--- src/rtl/rx_link_ctrl.sv ---
// Receive-side link sequencer for the 10G 64b/66b path: lock/realign/stabilize/BER supervision.
// Define RX_LINK_STATS_EN to build the err/drop statistics counters; otherwise they read zero.
module rx_link_ctrl #(
    parameter int unsigned P_LOCK_TIMEOUT = 4096,
    parameter int unsigned P_REALIGN_LEN  = 4,
    parameter int unsigned P_STABLE_CNT   = 64,
    parameter int unsigned P_BER_WINDOW   = 1024,
    parameter int unsigned P_BER_THRESH   = 16,
    parameter int unsigned P_HIBER_LIMIT  = 8
) (
    input  logic        clk_i,
    input  logic        rst_i,
    input  logic [1:0]  head_i,
    input  logic        head_valid_i,
    input  logic        locked_i,
    input  logic        decode_error_i,
    input  logic        clr_stats_i,
    output logic        realign_o,
    output logic        dp_rst_o,
    output logic        link_up_o,
    output logic        hi_ber_o,
    output logic [2:0]  state_o,
    output logic [15:0] err_cnt_o,
    output logic [15:0] drop_cnt_o
);

    localparam logic [2:0] S_RESET     = 3'd0;
    localparam logic [2:0] S_WAIT_LOCK = 3'd1;
    localparam logic [2:0] S_REALIGN   = 3'd2;
    localparam logic [2:0] S_STABILIZE = 3'd3;
    localparam logic [2:0] S_LINK_UP   = 3'd4;
    localparam logic [2:0] S_HI_BER    = 3'd5;

    localparam int unsigned TMO_W = $clog2(P_LOCK_TIMEOUT + 1);
    localparam int unsigned RL_W  = $clog2(P_REALIGN_LEN + 1);
    localparam int unsigned STB_W = $clog2(P_STABLE_CNT + 1);
    localparam int unsigned WIN_W = $clog2(P_BER_WINDOW + 1);
    localparam int unsigned BAD_W = $clog2(P_BER_THRESH + 1);
    localparam int unsigned HIB_W = $clog2(P_HIBER_LIMIT + 1);

    logic [2:0]       state_q, state_d;
    logic [TMO_W-1:0] tmo_cnt_q, tmo_cnt_d;
    logic [RL_W-1:0]  rl_cnt_q, rl_cnt_d;
    logic [STB_W-1:0] stb_cnt_q, stb_cnt_d;
    logic [WIN_W-1:0] win_cnt_q, win_cnt_d;
    logic [BAD_W-1:0] bad_cnt_q, bad_cnt_d;
    logic [HIB_W-1:0] hib_cnt_q, hib_cnt_d;

    logic             realign_q, dp_rst_q, link_up_q, hi_ber_q;

    logic             good, bad;
    logic [BAD_W:0]   bad_sum;
    logic             ber_hit;
    logic             win_last;

    assign good = head_valid_i & (head_i == 2'b01 | head_i == 2'b10) & ~decode_error_i;
    assign bad  = head_valid_i & (head_i == 2'b00 | head_i == 2'b11);

    // The current header is included, so the threshold can trip on the very header that reaches it.
    assign bad_sum  = {1'b0, bad_cnt_q} + {{BAD_W{1'b0}}, bad};
    assign ber_hit  = bad_sum >= (BAD_W + 1)'(P_BER_THRESH);
    assign win_last = head_valid_i & (win_cnt_q == WIN_W'(P_BER_WINDOW - 1));

    always_comb begin
        state_d   = state_q;
        tmo_cnt_d = tmo_cnt_q;
        rl_cnt_d  = rl_cnt_q;
        stb_cnt_d = stb_cnt_q;
        win_cnt_d = win_cnt_q;
        bad_cnt_d = bad_cnt_q;
        hib_cnt_d = hib_cnt_q;

        case (state_q)
            S_RESET: begin
                state_d = S_WAIT_LOCK;
            end

            S_WAIT_LOCK: begin
                if (locked_i) begin
                    state_d = S_STABILIZE;
                end else if (tmo_cnt_q == TMO_W'(P_LOCK_TIMEOUT - 1)) begin
                    state_d = S_REALIGN;
                end else begin
                    tmo_cnt_d = tmo_cnt_q + TMO_W'(1);
                end
            end

            S_REALIGN: begin
                if (rl_cnt_q == RL_W'(P_REALIGN_LEN - 1)) begin
                    state_d = S_WAIT_LOCK;
                end else begin
                    rl_cnt_d = rl_cnt_q + RL_W'(1);
                end
            end

            S_STABILIZE: begin
                if (!locked_i) begin
                    state_d = S_WAIT_LOCK;
                end else if (bad || decode_error_i) begin
                    stb_cnt_d = '0;
                end else if (good) begin
                    if (stb_cnt_q == STB_W'(P_STABLE_CNT - 1)) begin
                        state_d = S_LINK_UP;
                    end else begin
                        stb_cnt_d = stb_cnt_q + STB_W'(1);
                    end
                end
            end

            S_LINK_UP: begin
                if (!locked_i) begin
                    state_d = S_REALIGN;
                end else if (ber_hit) begin
                    state_d = S_HI_BER;
                end else if (win_last) begin
                    win_cnt_d = '0;
                    bad_cnt_d = '0;
                end else if (head_valid_i) begin
                    win_cnt_d = win_cnt_q + WIN_W'(1);
                    bad_cnt_d = bad_sum[BAD_W-1:0];
                end
            end

            S_HI_BER: begin
                if (!locked_i) begin
                    state_d = S_REALIGN;
                end else if (ber_hit) begin
                    // A window that reaches the threshold restarts at once and counts toward the limit.
                    win_cnt_d = '0;
                    bad_cnt_d = '0;
                    if (hib_cnt_q == HIB_W'(P_HIBER_LIMIT - 1)) begin
                        state_d = S_REALIGN;
                    end else begin
                        hib_cnt_d = hib_cnt_q + HIB_W'(1);
                    end
                end else if (win_last) begin
                    state_d = S_LINK_UP;
                end else if (head_valid_i) begin
                    win_cnt_d = win_cnt_q + WIN_W'(1);
                    bad_cnt_d = bad_sum[BAD_W-1:0];
                end
            end

            default: begin
                state_d = S_RESET;
            end
        endcase

        if (state_d != state_q) begin
            tmo_cnt_d = '0;
            rl_cnt_d  = '0;
            stb_cnt_d = '0;
            win_cnt_d = '0;
            bad_cnt_d = '0;
            hib_cnt_d = '0;
        end
    end

    always_ff @(posedge clk_i) begin
        if (rst_i) begin
            state_q   <= S_RESET;
            tmo_cnt_q <= '0;
            rl_cnt_q  <= '0;
            stb_cnt_q <= '0;
            win_cnt_q <= '0;
            bad_cnt_q <= '0;
            hib_cnt_q <= '0;
            realign_q <= 1'b0;
            dp_rst_q  <= 1'b1;
            link_up_q <= 1'b0;
            hi_ber_q  <= 1'b0;
        end else begin
            state_q   <= state_d;
            tmo_cnt_q <= tmo_cnt_d;
            rl_cnt_q  <= rl_cnt_d;
            stb_cnt_q <= stb_cnt_d;
            win_cnt_q <= win_cnt_d;
            bad_cnt_q <= bad_cnt_d;
            hib_cnt_q <= hib_cnt_d;
            // Status flops are loaded from the next state so they change together with state_q.
            realign_q <= (state_d == S_REALIGN);
            dp_rst_q  <= (state_d == S_RESET) | (state_d == S_WAIT_LOCK) | (state_d == S_REALIGN);
            link_up_q <= (state_d == S_LINK_UP);
            hi_ber_q  <= (state_d == S_HI_BER);
        end
    end

    assign realign_o = realign_q;
    assign dp_rst_o  = dp_rst_q;
    assign link_up_o = link_up_q;
    assign hi_ber_o  = hi_ber_q;
    assign state_o   = state_q;

`ifdef RX_LINK_STATS_EN
    logic [15:0] err_cnt_q, err_cnt_d;
    logic [15:0] drop_cnt_q, drop_cnt_d;
    logic [16:0] err_sum;
    logic        link_exit;

    assign err_sum   = {1'b0, err_cnt_q} + {16'd0, bad} + {16'd0, decode_error_i};
    assign link_exit = (state_q == S_LINK_UP) && (state_d != S_LINK_UP);

    always_comb begin
        err_cnt_d  = err_cnt_q;
        drop_cnt_d = drop_cnt_q;
        if (clr_stats_i) begin
            err_cnt_d  = '0;
            drop_cnt_d = '0;
        end else begin
            err_cnt_d = err_sum[16] ? 16'hFFFF : err_sum[15:0];
            if (link_exit && (drop_cnt_q != 16'hFFFF)) begin
                drop_cnt_d = drop_cnt_q + 16'd1;
            end
        end
    end

    always_ff @(posedge clk_i) begin
        if (rst_i) begin
            err_cnt_q  <= '0;
            drop_cnt_q <= '0;
        end else begin
            err_cnt_q  <= err_cnt_d;
            drop_cnt_q <= drop_cnt_d;
        end
    end

    assign err_cnt_o  = err_cnt_q;
    assign drop_cnt_o = drop_cnt_q;
`else
    logic unused_clr_stats;
    assign unused_clr_stats = clr_stats_i;
    assign err_cnt_o        = '0;
    assign drop_cnt_o       = '0;
`endif

endmodule

--- config.mk ---
export PLATFORM = sky130hd
export DESIGN_NAME = rx_link_ctrl
export DESIGN_NICKNAME = d
export VERILOG_FILES = /design/src/rtl/rx_link_ctrl.sv
export SDC_FILE = /design/constraint.sdc
export NUM_CORES = 1
export LEC_CHECK = 0
export ABC_CLOCK_PERIOD_IN_PS = 3000
export CORE_ASPECT_RATIO = 1.1
export CORE_MARGIN = 2
export CORE_UTILIZATION = 35
export CTS_BUF_LIST = sky130_fd_sc_hd__clkbuf_2
export DETAILED_ROUTE_END_ITERATION = 7
export HOLD_SLACK_MARGIN = 0.1
export PLACE_DENSITY_LB_ADDON = 0.1
export SYNTH_ARGS = -nofsm -noshare
export SYNTH_HDL_FRONTEND = slang
export SYNTH_SLANG_ARGS = --single-unit
--- constraint.sdc ---
create_clock -name clk_i -period 3 [get_ports clk_i]
set_input_delay 0.6 -clock clk_i [delete_from_list [all_inputs] [get_ports clk_i]]
set_output_delay 0.6 -clock clk_i [all_outputs]
set_load 0.05 [all_outputs]
==> run metrics, run 1 <==
Post-synth EDFFs 0; register area share after synthesis 0.3565; top cells by count, synth dfxtp_1, nor2_1, buf_4; Post-Route WL roughly 5300 microns; Worst R2R Start state_o[0]; Synth Register Bits 50; top post-synthesis cells by area dfxtp_1, buf_4, xor2_1; unrepaired setup endpoints after global routing true; number of global-route vias before repair 2026; initial antenna violation count 0; clock slew at reported path FFs 280 ps; synthesized area per cell 8.534 sq um; Max Cap Viol 0; post-DR wirelength/cell roughly 11 microns; cell taking the most area after synthesis dfxtp_1; synthesized area 0.002808 sq mm; drt first pass iters 4; clk_skew 40.60 ps; CTS Buf Count 5; die height 97.94 microns; CTS Sinks 50; Std-Cell Rows 34; Final Hold Viols 0; critical path endpoint category flop; Slew Viols, Final 0; Port Buf Inserts 13; CTS tree done; HP Start stb_cnt_q[6]; synth unique cells 52; DRT antenna net count 0; Via density 4.713; antenna fix cells 0; Die X 89.40 microns; hold crit path type flop to flop; Clk Latency, worst-skew pair 450 ps; most numerous cell in the Yosys netlist dfxtp_1; crit-path max FO 20; Cell Count Post-Placement 461; Pwr Density 394.8 mW/mm^2; global-route wire length before repair 9149 microns; Detailed Place HPWL 3982 microns; setup violators final 0; Peak supply drop about 0.16 mV; fmax 0.3402 GHz; slew margin rel. 0.6400; Setup CP Type input pin to flop; startpoint type of the worst setup path input pin; status finished, final reports clean; non-filler cells, final 470; Synth Instances roughly 330; Starting Density 0.3587; pin count of the biggest net entering global routing 21; Yosys Warn Count 0; Synth top area share 0.3565; Worst-Margin Slew 535.9 ps; CTS Root Cell clkbuf_2; Final Cycle Share 0.9799; io pins 47; crit path time final 2940 ps; die area 0.008755 sq mm; CP required 3400 ps; hold_buf cts 0; final core utilization 0.4071; area of the core slightly below 0.008 sq mm; Vias between 2000 and 2500; Synth Flop Type dfxtp_1; Layout Nets around 380; Longest Clk Path Bufs 2; FFs w/ async S/R, synth 0; leakage power about 1.2 nW; layout cells sized above 1 0.1271; placed cell area around 0.0031 sq mm; crit path from head_i[0]; CP arrival roughly 3300 ps; area of the multi-input gates 0.001659 sq mm; aggregate global routing overflow 0; H-tree depth 2; fillers 824; residual DRC count 0; DR iter-0 viols about 100; Reg area 0.001001 sq mm; synthesis-to-finish area growth 13.50%; fin area 0.003187 sq mm; placer congestion estimate 0.7677; Total GRT Usage 0.1293
area by class of cell:
| type | instances | area share |
|---|---|---|
| clock buffers | 5 | 0.007852 |
| clock inverters | 3 | 0.007460 |
| inverters | 4 | 0.004711 |
| multi-input cells | 264 | 0.5206 |
| flip-flops and latches | 50 | 0.3141 |
| well taps | 108 | 0.04240 |
| repair buffers | 36 | 0.1029 |
metrics by stage:
| stage | total power, mW | hold slack [ps] | setup TNS (ps) | setup WS (ps) |
|---|---|---|---|---|
| 4_1_cts | 1.280 | 467.6 | 0 | 20.17 |
| 2_1_floorplan | 0.9364 | 422.5 | 0 | 50.54 |
| 6_report | 1.258 | 467.6 | 0 | 60.29 |
| 5_1_grt | 1.320 | 487.0 | -10.58 | -8.406 |
| 3_3_place_gp | 0.9800 | 438.2 | -20310 | -526.0 |
| 3_5_place_dp | 0.9793 | 436.0 | -23190 | -596.8 |
cell families after synthesis:
logic type,Yosys count,synth area share
DFF,50,0.3565
adders and majority gates,8,0.03565
xor gates and xnor gates,29,0.09046
muxes,4,0.01426
AOI/OAI and AO/OA,45,0.1101
other,1,0.001336
and+or+nand+nor,146,0.2781
buffers and inverters,46,0.1136
cells in the final DEF, fill, tap and decap left out, types with 5 or more instances in the layout:
cell type        instances
xor2_1                  22
dfxtp_1                 50
o21ai_0                  5
and3_1                   7
clkdlybuf4s50_1         13
nor3_1                   7
xnor2_1                  6
nand3_1                 19
ha_1                     6
clkbuf_2                 5
a21oi_1                 11
nor2_1                  47
nand2_1                 19
conb_1                  32
nand4_1                 10
buf_4                   21
sequential cells by signal (all words and copies together) (netlist names):
| register | count |
|---|---|
| hib_cnt_q | 4 |
| hi_ber_o | 1 |
| bad_cnt_q | 5 |
| stb_cnt_q | 7 |
| win_cnt_q | 11 |
| realign_o | 1 |
| rl_cnt_q | 3 |
| tmo_cnt_q | 13 |
| link_up_o | 1 |
| dp_rst_o | 1 |
| state_o | 3 |
final timing paths:
path	endpoint	slack [ps]	depth (start not counted)
worst max register to register	rl_cnt_q[2]	640	7
worst min-delay path	stb_cnt_q[6]	470	2
worst max-delay path	rl_cnt_q[2]	60	13
worst min register to register	stb_cnt_q[6]	470	2
routing by layer:
layer / track usage / vias to the layer above / part of all wire
li1: - / 1160 / -
met1: 0.1649 / 1019 / 0.47
met2: 0.2142 / 31 / 0.48
met3: 0.03043 / 5 / 0.031
met4: 0.03789 / 0 / 0.012
met5: 0 / - / 0
power breakdown:
group / internal [mW] / total [mW] / switching [mW]
logic: 0.0884 / 0.282 / 0.193
registers: 0.674 / 0.687 / 0.0133
clock network: 0.0596 / 0.289 / 0.230
total: 0.822 / 1.26 / 0.436
repair_timing:
item | CTS | global route
setup buffers | 0 | 1
gates resized for setup | 3 | 6
setup endpoints to repair | 39 | 40
pin swaps | 0 | 2
endpoints found under the hold margin | 0 | 0
critical path, stage by stage:
cell	delay, ps
clkdlybuf4s50_1	530
xnor2_2	140
and2_4	180
ha_2	190
ha_4	160
and3_4	200
buf_4	110
a211oi_1	80
o31a_1	240
a211o_1	270
a211o_2	320
buf_12	170
a211oi_1	150
No activity file was read; power rests on OpenSTA's default activity.
==> run 2: changes to the inputs <==
--- a/config.mk
+++ b/config.mk
@@ -8,8 +8,8 @@
 export ABC_CLOCK_PERIOD_IN_PS = 3000
 export CORE_ASPECT_RATIO = 1.1
 export CORE_MARGIN = 2
-export CORE_UTILIZATION = 35
-export CTS_BUF_LIST = sky130_fd_sc_hd__clkbuf_2
+export CORE_UTILIZATION = 45
+export CTS_BUF_LIST = sky130_fd_sc_hd__clkbuf_8
 export DETAILED_ROUTE_END_ITERATION = 7
 export HOLD_SLACK_MARGIN = 0.1
 export PLACE_DENSITY_LB_ADDON = 0.1
==> run metrics, run 2 (synthesis results as in run 1) <==
status finished, final reports clean; delay-heaviest family, CP compound AO/OA/AOI/OAI gates; CTS tree done; CTS Sinks 50 (unchanged); Slew Viols, Final 0 (unchanged); Worst-Margin Slew 578.1 ps (+42.19 ps); Worst R2R Start bad_cnt_q[0]; number of setup buffers added after CTS 0 (unchanged); CP required 3240 ps (-160 ps); Starting Density 0.4589 (+0.1002); CTS Root Cell clkbuf_8; DR iter-0 viols 89 (-12%); Final Cycle Share 0.9251 (-0.05479); fin area 0.003262 sq mm (+2.4%); commonest non-fill, non-tap cells in the layout dfxtp_1, nor2_1, conb_1; Detailed Place HPWL 3880 microns (-2.6%); io pins 47 (unchanged); placed cell area 0.003048 sq mm (-1.1%); Port Buf Inserts 13 (unchanged); reg2reg setup slack 610 ps (-30 ps); die area 0.006888 sq mm (-21%); Fin Setup TNS 0 ps (unchanged); residual DRC count 0 (unchanged); Setup CP Type input pin to flop; placer congestion estimate 0.7402 (-3.6%); critical path's largest stage delay 380 ps (-150 ps); number of global-route vias before repair 2172 (+7.2%); die height 86.85 microns (-11%); Post-Route WL 5608 microns (+4.9%); H-tree depth 2 (unchanged); largest reg by FF count tmo_cnt_q; Via density 5.054 (+7.2%); slew margin rel. 0.6141 (-0.02591); Fin Hold WS 450.0 ps (-17.66 ps); crit path from head_i[1]; Std-Cell Rows 30 (-12%); area of the multi-input gates 0.001692 sq mm (+2.0%); biggest regs tmo_cnt_q: 13 flops, win_cnt_q: 11 flops, stb_cnt_q: 7 flops; Peak supply drop 0.1988 mV (+21%); leakage power 1.261 nW (+5.3%); fmax 0.3603 GHz (+5.9%); Longest Clk Path Bufs 2 (unchanged); CP arrival 3020 ps (-320 ps); layout cells sized above 1 0.1405 (+0.01342); global-route wire length before repair 9584 microns (+4.8%); crit-path max FO 5 (-75%); post-DR wirelength/cell 12.66 microns (+11%); clk_skew 6.342 ps (-34.26 ps); area of the core 0.006118 sq mm (-22%); overall power 1.392 mW (+11%); critical path endpoint category flop; Max Cap Viol 0 (unchanged); max reg flops 13 (unchanged); unrepaired setup endpoints after global routing false; clock slew at reported path FFs 90 ps (-190 ps); Clk Latency, worst-skew pair 300 ps (-150 ps); DRT antenna net count 0 (unchanged); commonest non-fill, non-tap cell in the layout dfxtp_1; worst r2r path cells 10 (+3); Final Hold Viols 0 (unchanged); pin count of the biggest net entering global routing 21 (unchanged); synthesis-to-finish area growth 16.18%; Worst Path Buf+Inv 3 (unchanged); Total GRT Usage 0.1739 (+0.04463); CP most frequent cell ha_4; startpoint type of the worst setup path input pin; Cell Count Post-Placement 433 (-6.1%); Worst path slowest cell a211o_4; crit path time final 2775 ps (-164.4 ps); crit-path cells clkbuf_2, xnor2_2, and2_4, ha_4, ha_4, and3_4, buf_4, a211oi_2, o31a_1, a211o_1, a211o_4, buf_12, nor3_2; fillers 572 (-31%); worst reg2reg path endpoint tmo_cnt_q[3]; Die X 79.32 microns (-11%); setup violators final 0 (unchanged); Reg area 0.001001 sq mm (unchanged); CTS Buf Count 5 (unchanged); drt first pass iters 4 (unchanged); antenna fix cells 0 (unchanged); non-filler cells, final 443 (-5.7%); Pwr Density 426.7 mW/mm^2 (+8.1%); CP Capture Point tmo_cnt_q[3]; WP depth 13 (unchanged); initial antenna violation count 0 (unchanged); aggregate global routing overflow 0 (unchanged); hold_buf cts 0 (unchanged); Layout Nets 378 (+0.27%); Vias 2239 (+1.1%); hold crit path type flop to flop
[run 2: changes by cell type in the layout (fill, tap and decap cells not counted), moves of 2 or more]
cell	before	now
clkinvlp_4	2	0
clkbuf_2	5	2
clkbuf_16	0	2
clkbuf_8	0	6
clkdlybuf4s50_1	13	10
a211oi_1	4	2
a211oi_2	0	2
[run 2: layout make-up]
cell class | instances | share of cell area
Clock buffer | 6 | 0.02532
Inverter | 4 | 0.004603
Sequential cell | 50 | 0.3069
Timing Repair Buffer | 37 | 0.1112
Tap cell | 80 | 0.03069
Multi-Input combinational cell | 264 | 0.5186
Clock inverter | 2 | 0.002685
[run 2: worst reg2reg max path: stages, from the launching register on]
cell      delay, ps
dfxtp_1         390
ha_4            170
ha_4            150
and3_4          190
buf_4           120
a211oi_2         70
o31a_1          230
a211o_1         330
a211o_4         380
buf_12          150
nor3_2          150
[run 2: metrics by stage]
step	util	setup WS [ps]
after floorplan	-	50.54
after global placement	0.4982	-507.1
after detailed placement	0.4982	-620.5
after CTS	0.5170	6.054
after global routing	0.5331	85.50
final	0.5331	224.7
[run 2: worst min path at each step]
stage | startpoint | to | depth (start not counted)
after floorplan | stb_cnt_q[6] | stb_cnt_q[6] | 2
after global placement | stb_cnt_q[6] | stb_cnt_q[6] | 2
after detailed placement | stb_cnt_q[6] | stb_cnt_q[6] | 2
after CTS | stb_cnt_q[6] | stb_cnt_q[6] | 2
after global routing | tmo_cnt_q[12] | tmo_cnt_q[12] | 2
final | stb_cnt_q[6] | stb_cnt_q[6] | 2
[run 2: power by group]
part           switching, mW  internal, mW
sequential            0.0137         0.670
combinational          0.203         0.102
clock                  0.220         0.183
[run 2: metal layers]
| layer | part of all wire | track usage | routed length, microns |
|---|---|---|---|
| met1 | 0.47 | 0.2147 | 2632 |
| met4 | 0.014 | 0.05643 | 78 |
| met5 | 0 | 0 | 0 |
| met3 | 0.038 | 0.03750 | 212 |
| met2 | 0.48 | 0.3012 | 2684 |
[run 2: what timing repair did]
item | 4_1_cts | 5_1_grt
pin swaps | 1 | 4
gates resized for setup | 8 | 13
cloned | 0 | 2
endpoints found under the hold margin | 0 | 0
endpoints found under the setup margin | 45 | 43
==> run 3: changes to the inputs <==
--- a/config.mk
+++ b/config.mk
@@ -5,6 +5,7 @@
 export SDC_FILE = /design/constraint.sdc
 export NUM_CORES = 1
 export LEC_CHECK = 0
+export ABC_AREA = 1
 export ABC_CLOCK_PERIOD_IN_PS = 3000
 export CORE_ASPECT_RATIO = 1.1
 export CORE_MARGIN = 2
@@ -13,6 +14,8 @@
 export DETAILED_ROUTE_END_ITERATION = 7
 export HOLD_SLACK_MARGIN = 0.1
 export PLACE_DENSITY_LB_ADDON = 0.1
+export RECOVER_POWER = 50
+export SLEW_MARGIN = 40
 export SYNTH_ARGS = -nofsm -noshare
 export SYNTH_HDL_FRONTEND = slang
 export SYNTH_SLANG_ARGS = --single-unit
==> run metrics, run 3 <==
synth unique cells 40 (-23%); number of global-route vias before repair 2870 (+32%); Std-Cell Rows 33 (+10%); Max Cap Viol 0 (unchanged); WP depth 21 (+8); Total GRT Usage 0.1843 (+0.01042); Peak supply drop 0.2355 mV (+18%); layout cells sized above 1 0.1601 (+0.01958); fin area 0.003860 sq mm (+18%); residual DRC count 0 (unchanged); CTS Root Cell clkbuf_8; Worst-Margin Slew 512.1 ps (-66.02 ps); reg2reg setup slack 790 ps (+180 ps); Longest Clk Path Bufs 2 (unchanged); sw frac 0.3232 (+0.009250); CTS Buf Count 5 (unchanged); io pins 47 (unchanged); CTS tree done; Final Hold Viols 0 (unchanged); Worst path slowest cell clkdlybuf4s50_1; slew margin rel. 0.6575 (+0.04341); fmax 0.3603 GHz (about the same); Port Buf Inserts 13 (unchanged); hold_buf cts 0 (unchanged); clock slew at reported path FFs 100 ps (about the same); cell taking the most area after synthesis dfxtp_1; Die X 87.25 microns (+10%); biggest regs tmo_cnt_q: 13 flops, win_cnt_q: 11 flops, stb_cnt_q: 7 flops; setup violators final 0 (unchanged); Clk Latency, worst-skew pair 310 ps (about the same); placed cell area 0.003700 sq mm (+21%); CP most frequent cell nand2_1; Via density 4.779 (-5.4%); clk_skew 10.19 ps (+3.848 ps); Synth Register Bits 50 (unchanged); Layout Nets 571 (+51%); placer congestion estimate 0.8713 (+18%); CP required 3210 ps (-30 ps); overall power 1.484 mW (+6.6%); Final Cycle Share 0.9253 (about the same); top post-synthesis cells by area dfxtp_1, nand2_1, nor2_1; worst reg2reg path endpoint tmo_cnt_q[4]; pre-CTS WS -251.3 ps (+369.2 ps); CP Capture Point tmo_cnt_q[4]; top cells by count, synth nand2_1, nor2_1, inv_1; Synth Flop Type dfxtp_1; Synth Instances 518 (+57%); Slew Viols, Final 0 (unchanged); drt first pass iters 5 (+1); die height 95.58 microns (+10%); most numerous cell in the Yosys netlist nand2_1; synthesis-to-finish area growth 12.51%; initial antenna violation count 0 (unchanged); status finished, final reports clean; Post-synth EDFFs 0 (unchanged); critical path endpoint category flop; area of the core 0.007432 sq mm (+21%); CP arrival 2980 ps (-40 ps); pin count of the biggest net entering global routing 22 (+4.8%); crit path time final 2776 ps (+0.4130 ps); CTS Sinks 50 (unchanged); synthesized area per cell 6.623 sq um (-22%); die area 0.008339 sq mm (+21%); antenna fix cells 0 (unchanged); crit path from head_i[1]; hold crit path type flop to flop; Worst Path Buf+Inv 4 (+1); max reg flops 13 (unchanged); Sw Pwr 479.6 uW (+9.7%); Sequential Power Share 0.457 (-0.034); largest reg by FF count tmo_cnt_q; commonest non-fill, non-tap cell in the layout nand2_1; Clk pwr share 0.330 (+0.040); global-route wire length before repair 12560 microns (+31%); worst r2r path cells 13 (+3); commonest non-fill, non-tap cells in the layout nand2_1, nor2_1, inv_1; startpoint type of the worst setup path input pin; Worst R2R Start tmo_cnt_q[0]; delay-heaviest family, CP simple AND/OR/NAND/NOR gates; internal power 1.004 mW (+5.1%); Yosys Warn Count 0 (unchanged); DRT antenna net count 0 (unchanged); crit-path cells clkdlybuf4s50_1, nand2_1, nand2_1, nand2_1, inv_1, ha_2, ha_4, nand3_4, inv_1, nand2_1, nand2_2, nand2_1, nand2_1, nand2_2, nor2_2, nor2_4, nand2_1, nand2_1, nand2_4, buf_12, nor2_1; H-tree depth 2 (unchanged); Pwr Density 384.4 mW/mm^2 (-9.9%); DR iter-0 viols 139 (+56%); crit-path max FO 21 (+16); Post-Route WL 7066 microns (+26%); Synth top area share 0.2918 (-0.06475); Starting Density 0.4616 (+0.002720); Detailed Place HPWL 5257 microns (+35%); aggregate global routing overflow 0 (unchanged); register area share after synthesis 0.2918 (-0.06475); critical path's largest stage delay 490 ps (+110 ps); post-DR wirelength/cell 10.99 microns (-13%); final worst setup slack 224.2 ps (-0.4130 ps); synthesized area 0.003431 sq mm (+22%); unrepaired setup endpoints after global routing true; Setup CP Type input pin to flop; combinational power share 0.213 (-0.006); Vias 3073 (+37%); final core utilization 0.5194 (-0.01377); FFs w/ async S/R, synth 0 (unchanged); leakage power 1.501 nW (+19%)
-- run 3: per-stage QoR --
stage,hold slack [ps],setup TNS (ps),cells
after floorplan,437.7,0,549
after global placement,450.1,-6909,634
after detailed placement,447.3,-9640,634
after CTS,467.6,0,642
after global routing,492.9,-37.30,643
final,464.9,0,643
-- run 3: tightest hold or removal path: cells and delay by family, from the launching register on --
| kind | cells | cell delay [ps] |
|---|---|---|
| AND/OR/NAND/NOR | 2 | 110 |
| flip-flops | 1 | 330 |
-- run 3: final cells by class --
class / instances / area (sq um)
clock buffers: 5 / 68.82
clock inverters: 3 / 45.04
fillers: 765 / 3572
inverters: 67 / 251.5
multi-input cells: 389 / 2012
flip-flops and latches: 50 / 1001
well taps: 87 / 108.9
repair buffers: 42 / 372.9
-- run 3: logic make-up (layout without fill, tap and decap cells) --
group                      count (synthesis)  count (layout)  synth area share
AOI/OAI and AO/OA                         52              52           0.08534
xor gates and xnor gates                  21              21           0.05361
adders and majority gates                  8               8           0.02918
buffers and inverters                    110             117            0.1670
DFF                                       50              50            0.2918
muxes                                      2               2          0.006200
other                                      1              32          0.001093
and+or+nand+nor                          274             274            0.3658
-- run 3: how the worst min path moves through the flow --
stage,startpoint,to,slack [ps],depth (start not counted)
4_1_cts,stb_cnt_q[6],stb_cnt_q[6],470,2
5_1_grt,stb_cnt_q[6],stb_cnt_q[6],490,2
6_report,stb_cnt_q[6],stb_cnt_q[6],460,2
2_1_floorplan,stb_cnt_q[6],stb_cnt_q[6],440,2
3_3_place_gp,stb_cnt_q[6],stb_cnt_q[6],450,2
3_5_place_dp,stb_cnt_q[6],stb_cnt_q[6],450,2
-- run 3: timing repair --
action                                  in CTS  in global routing
endpoints found under the setup margin       0                 43
resized for setup                            0                  9
setup buffers                                0                  1
-- run 3: power groups by stage --
stage	sequential [mW]	clock (mW)	combinational [mW]
floorplan	0.711	0	0.256
global placement	0.694	0	0.314
detailed placement	0.694	0	0.316
CTS	0.678	0.508	0.317
global route	0.680	0.529	0.347
finish	0.678	0.489	0.316
-- run 3: metal layers --
metal / vias to the layer above / track usage / routed length [microns]
met5: - / 0 / 0
li1: 1649 / - / -
met2: 44 / 0.3081 / 3397
met3: 7 / 0.02597 / 235
met1: 1373 / 0.2460 / 3359
met4: 0 / 0.05385 / 74
